===== config.mk =====
export PLATFORM = sky130hd
export DESIGN_NAME = serial_subtractor
export DESIGN_NICKNAME = d
export VERILOG_FILES = /design/src/rtl/serial_subtractor.sv
export SDC_FILE = /design/constraint.sdc
export NUM_CORES = 1
export LEC_CHECK = 0
export CORE_MARGIN = 5
export CORE_UTILIZATION = 30
export DETAILED_ROUTE_END_ITERATION = 6
export MAX_ROUTING_LAYER = met4
export SETUP_SLACK_MARGIN = 0.5
export SYNTH_ARGS = -nofsm -noshare
export SYNTH_HDL_FRONTEND = slang
export SYNTH_SLANG_ARGS = --single-unit

===== constraint.sdc =====
create_clock -name in_clk -period 2.5 [get_ports in_clk]
set_input_delay 0.375 -clock in_clk [delete_from_list [all_inputs] [get_ports in_clk]]
set_output_delay 0.375 -clock in_clk [all_outputs]
set_load 0.1 [all_outputs]

===== src/rtl/serial_subtractor.sv =====
// Bit-serial two's-complement subtractor: diff = a - b - borrow_in, one bit per clock, LSB first.
// Operands enter on a valid/ready handshake in IDLE; the result is held in DONE until consumed.
module serial_subtractor #(
  parameter int WIDTH = 8
) (
  input  logic             in_clk,
  input  logic             in_reset,
  input  logic             in_valid,
  output logic             out_ready,
  input  logic [WIDTH-1:0] in_a,
  input  logic [WIDTH-1:0] in_b,
  input  logic             in_borrow,
  output logic             out_valid,
  input  logic             in_ready,
  output logic [WIDTH-1:0] out_diff,
  output logic             out_borrow,
  output logic             out_zero
);

  localparam int CW = $clog2(WIDTH + 1);

  typedef enum logic [1:0] {
    IDLE = 2'd0,
    RUN  = 2'd1,
    DONE = 2'd2
  } state_t;

  state_t           state_r;
  state_t           state_next_s;
  logic [WIDTH-1:0] a_r;
  logic [WIDTH-1:0] b_r;
  logic [WIDTH-1:0] res_r;
  logic [WIDTH-1:0] res_next_s;
  logic             br_r;
  logic             br_next_s;
  logic             d_s;
  logic             last_bit_s;
  logic [CW-1:0]    cnt_r;
  logic             out_ready_r;
  logic             out_valid_r;
  logic [WIDTH-1:0] diff_r;
  logic             borrow_r;
  logic             zero_r;

  // One step of the borrow chain on the current operand LSBs
  always_comb begin
    d_s        = a_r[0] ^ b_r[0] ^ br_r;
    br_next_s  = (~a_r[0] & b_r[0]) | (~(a_r[0] ^ b_r[0]) & br_r);
    res_next_s = res_r >> 1'b1;
    res_next_s[WIDTH-1] = d_s;
    last_bit_s = (cnt_r == CW'(WIDTH - 1));
  end

  // Next-state decode
  always_comb begin
    state_next_s = state_r;
    case (state_r)
      IDLE: begin
        if (in_valid) state_next_s = RUN;
        else          state_next_s = IDLE;
      end
      RUN: begin
        if (last_bit_s) state_next_s = DONE;
        else            state_next_s = RUN;
      end
      DONE: begin
        if (in_ready) state_next_s = IDLE;
        else          state_next_s = DONE;
      end
      default: state_next_s = IDLE;
    endcase
  end

  // State register with handshake outputs registered from the next state
  always_ff @(posedge in_clk) begin
    if (in_reset) begin
      state_r     <= IDLE;
      out_ready_r <= 1'b1;
      out_valid_r <= 1'b0;
    end else begin
      state_r     <= state_next_s;
      out_ready_r <= (state_next_s == IDLE);
      out_valid_r <= (state_next_s == DONE);
    end
  end

  // Operand shifters, borrow flop, bit counter and result registers
  always_ff @(posedge in_clk) begin
    if (in_reset) begin
      a_r      <= {WIDTH{1'b0}};
      b_r      <= {WIDTH{1'b0}};
      res_r    <= {WIDTH{1'b0}};
      br_r     <= 1'b0;
      cnt_r    <= {CW{1'b0}};
      diff_r   <= {WIDTH{1'b0}};
      borrow_r <= 1'b0;
      zero_r   <= 1'b0;
    end else begin
      case (state_r)
        IDLE: begin
          if (in_valid) begin
            a_r   <= in_a;
            b_r   <= in_b;
            br_r  <= in_borrow;
            cnt_r <= {CW{1'b0}};
          end
        end
        RUN: begin
          a_r   <= a_r >> 1'b1;
          b_r   <= b_r >> 1'b1;
          br_r  <= br_next_s;
          res_r <= res_next_s;
          cnt_r <= cnt_r + CW'(1);
          // Final bit: publish the completed result in the same edge as entering DONE
          if (last_bit_s) begin
            diff_r   <= res_next_s;
            borrow_r <= br_next_s;
            zero_r   <= (res_next_s == {WIDTH{1'b0}});
          end
        end
        DONE: begin
        end
        default: begin
        end
      endcase
    end
  end

  assign out_ready  = out_ready_r;
  assign out_valid  = out_valid_r;
  assign out_diff   = diff_r;
  assign out_borrow = borrow_r;
  assign out_zero   = zero_r;

endmodule


==> results.md <==
Status:
- The flow ran to the end, and the final reports show no timing, DRC or antenna violations.

Yosys:
- The mean post-synth cell area is 9.163 sq um.
- After synthesis, the cell types taking the most area are sky130_fd_sc_hd__dfxtp_1, sky130_fd_sc_hd__nand2_1, sky130_fd_sc_hd__nand2b_1.
- In the synthesized netlist the dominant register cell turns out to be sky130_fd_sc_hd__dfxtp_1.
- The number of nets in the synthesized netlist is 227.
- The post-synthesis cell area is 1869 sq um.
- Synthesis produced 204 cells.
- By instance count, the leading cell after synthesis is sky130_fd_sc_hd__dfxtp_1.
- Ranked by instance count, the synthesized netlist is headed by sky130_fd_sc_hd__dfxtp_1, sky130_fd_sc_hd__nand2_1, sky130_fd_sc_hd__a21oi_1.
- In this run, synthesis produced a sequential element count of 42.
- The share of synthesized area in the top cell type comes to 0.4498.
- The sequential fraction of the synthesis area is 0.4498.
- The count of unique library cells instantiated by Yosys is 34.
- The share of synthesized flip-flops with an asynchronous set or reset is 0.
- In this run, synthesis inferred 0 flip-flops with an integrated enable.
- Of all cell types, the one taking the most synthesized area is sky130_fd_sc_hd__dfxtp_1.
- The warning count from the yosys run is 0.

Timing:
- The final critical path time including I/O delays and setup is 1749 ps.
- Setup repair after global routing left no endpoint under its margin.
- The post-route fraction of the period consumed by the critical path is 0.6996.
- The actual slew at the worst max-slew pin is 855.7 ps.
- The max-slew violation count is 0.
- Derived from the worst setup path, the maximum achievable clock frequency is 571.8 MHz.
- Setup total negative slack on the finished layout was measured at 0 ps.
- Between clock sinks in the finished design, the worst skew comes to 4.449 ps.
- The number of failing hold endpoints at the final stage came to 0.
- The smallest hold slack is 473.1 ps.
- The total setup violations reported at the end of the flow is 0.
- In this run the tightest slew margin relative to its limit is 0.4296.
- Across all setup checks in the final design, the least slack found is 751.1 ps.

Placed design:
- The total half-perimeter wirelength after legalization and detailed placement is 2.627 mm.
- Once placement finished, the instance area stood at 2190 sq um.
- The count of port buffers added during placement is 32.
- The post-placement setup slack is 578.0 ps.
- At the end of routability-driven placement, the weighted congestion stood at 0.7157.

Clock tree:
- The maximum clock path buffer count is 2.
- Counting the buffers created by CTS gives 5.
- The post-cts gate resize count is 0.
- The clock latency reported for the late side of the worst-skew pair is 300 ps.
- The number of hold buffers added after CTS was 0.
- The CTS tree is yes.
- CTS built an H-tree with a depth of 2.
- The clock net in this run drives a total of 42 sinks.
- The post-CTS setup buffer count is 0.
- The buffer cell driving the clock tree root is sky130_fd_sc_hd__clkbuf_8.
- Clock-pin slew was measured on the worst setup and hold paths at 80 ps.

Routing:
- Summed over all layers, the routed wires come to 3.750 mm.
- The via count is 1454.
- The number of design-rule violations left by the first detailed-router iteration is 34.
- The detail route stage leaves a number of antenna-violating nets equal to 0.
- The average wire per cell in the routed design is 12.14 um.
- The number of iterations in the first detailed-routing pass is 4.
- The number of vias per cell is 4.706.
- In the routed design, unresolved DRC markers number 0.

Global routing:
- For this run the aggregate overflow at the end of global routing stands at 0.
- The initial antenna violation count is 0.
- The global-route total usage across every layer is 0.1074.
- The global-route wire length before repair is 6.403 mm.
- The largest net degree at the start of global routing is 27.
- The number of global-route vias before repair is 1394.

Pwr:
- IR analysis of the VDD net gives a maximum drop of 254.7 uV.
- The leakage component of the power is 0.8718 nW.
- Overall power consumption after layout is estimated at 1.560 mW.
- The power density over the cells is 669.0 nW/um^2.

Worst hold path:
- The tightest min-delay check is of the flip-flop to flip-flop type.

Worst setup path:
- Of all nets on the critical path, the largest fanout is 23.
- By startpoint and endpoint, the worst setup path is classified as flip-flop to flip-flop.
- STA classifies the critical path endpoint as a flip-flop.
- The startpoint type of the worst setup path is a flip-flop.
- Data arrives at the worst endpoint at 1970 ps.
- The worst path required time is 2720 ps.

Layout:
- The post-route standard cell area excluding fillers is 2332 sq um.
- The repair_antennas step left the layout with diodes totalling 0.
- The sequential cells in the finished layout cover a total of 840.8 sq um.
- The layout overhead on the synthesized area is 24.77%.
- The area used by multi-input combinational logic is 912.1 sq um.
- The number of nets at the end of the flow is 256.
- The total of fill cells in the finished design is 624.
- The layout cell share with drive strength beyond 1 is 0.1624.

Floorplanning:
- The standard cell core area is 5991 sq um.
- The count of standard-cell rows is 28.
- The number of placed I/O pins is 33.
- The die covers 7909 sq um.
- The overall die height is 88.94 um.
- The initial core utilization is 0.3120.
- From left edge to right edge, the die measures 88.94 um.

Job:
- The number of maximum-capacitance constraint violations is 0.
==> placed cells by master, fill, tap and decap left out, drive strengths merged, types with 2 or more instances in the layout <==
cell type and count:
a22oi 3, nand2 31, nor3b 2, inv 2, nor2 20, nor3 3
a211oi 14, clkdlybuf4s50 20, clkbuf 6, buf 18, dfxtp 42, nand2b 18
mux2i 9, a31o 2, nor2b 3, a21oi 22, bufinv 2, nand3 3
==> worst max-delay path, stage by stage, from the launching register on <==
cell and delay, ps:
sky130_fd_sc_hd__dfxtp_1 500, sky130_fd_sc_hd__nand2b_1 720, sky130_fd_sc_hd__nand2_1 160, sky130_fd_sc_hd__a311oi_2 280
==> routing by layer <==
metal	share of wire	global-route usage	vias up	wire, um
met3	0.055	0.03871	6	205
met5	0	-	-	0
met2	0.45	0.1599	29	1705
li1	-	-	757	-
met4	0.017	0.03383	0	65
met1	0.47	0.1360	662	1774
==> final cells by class <==
type / instances / share of cell area
Clock inverter: 2 / 0.02575
Timing Repair Buffer: 38 / 0.1438
Tap cell: 75 / 0.04024
Inverter: 2 / 0.003219
Clock buffer: 6 / 0.03541
Sequential cell: 42 / 0.3605
Multi-Input combinational cell: 144 / 0.3911
==> registers in the layout, summed over array words and instances (netlist names) <==
signal / count
out_valid: 1
res_r: 7
out_borrow: 1
out_ready: 1
state_r: 2
cnt_r: 4
br_r: 1
out_diff: 8
a_r: 8
out_zero: 1
b_r: 8
==> report_power, final <==
part	switching, mW	leakage [nW]	internal (mW)
Combinational	0.0975	0.457	0.0836
Sequential	0.0177	0.343	0.698
Clock	0.237	0.0714	0.426
==> worst paths after layout <==
kind              startpoint        to  slack [ps]  cells after the start
hold reg to reg     res_r[1]  res_r[1]         470                      2
setup reg to reg  state_r[1]    a_r[3]         750                      3
setup / recovery  state_r[1]    a_r[3]         750                      3
hold / removal      res_r[1]  res_r[1]         470                      2
==> metrics by stage <==
step,instances,util
after detailed placement,301,0.3655
after CTS,309,0.3893
after floorplan,204,-
final,309,0.3893
after global routing,309,0.3893
after global placement,301,0.3655
==> cells by family (layout without fill, tap and decap cells) <==
family,after synthesis,in the layout,synth area share
buffers and inverters,18,48,0.06225
adder cells (fa/ha/maj),2,2,0.01740
AO/OA/AOI/OAI,47,47,0.1921
AND/OR/NAND/NOR,85,85,0.2222
flip-flops,42,42,0.4498
multiplexers,10,10,0.05622
Note: power is estimated with default switching activity, not from simulation.
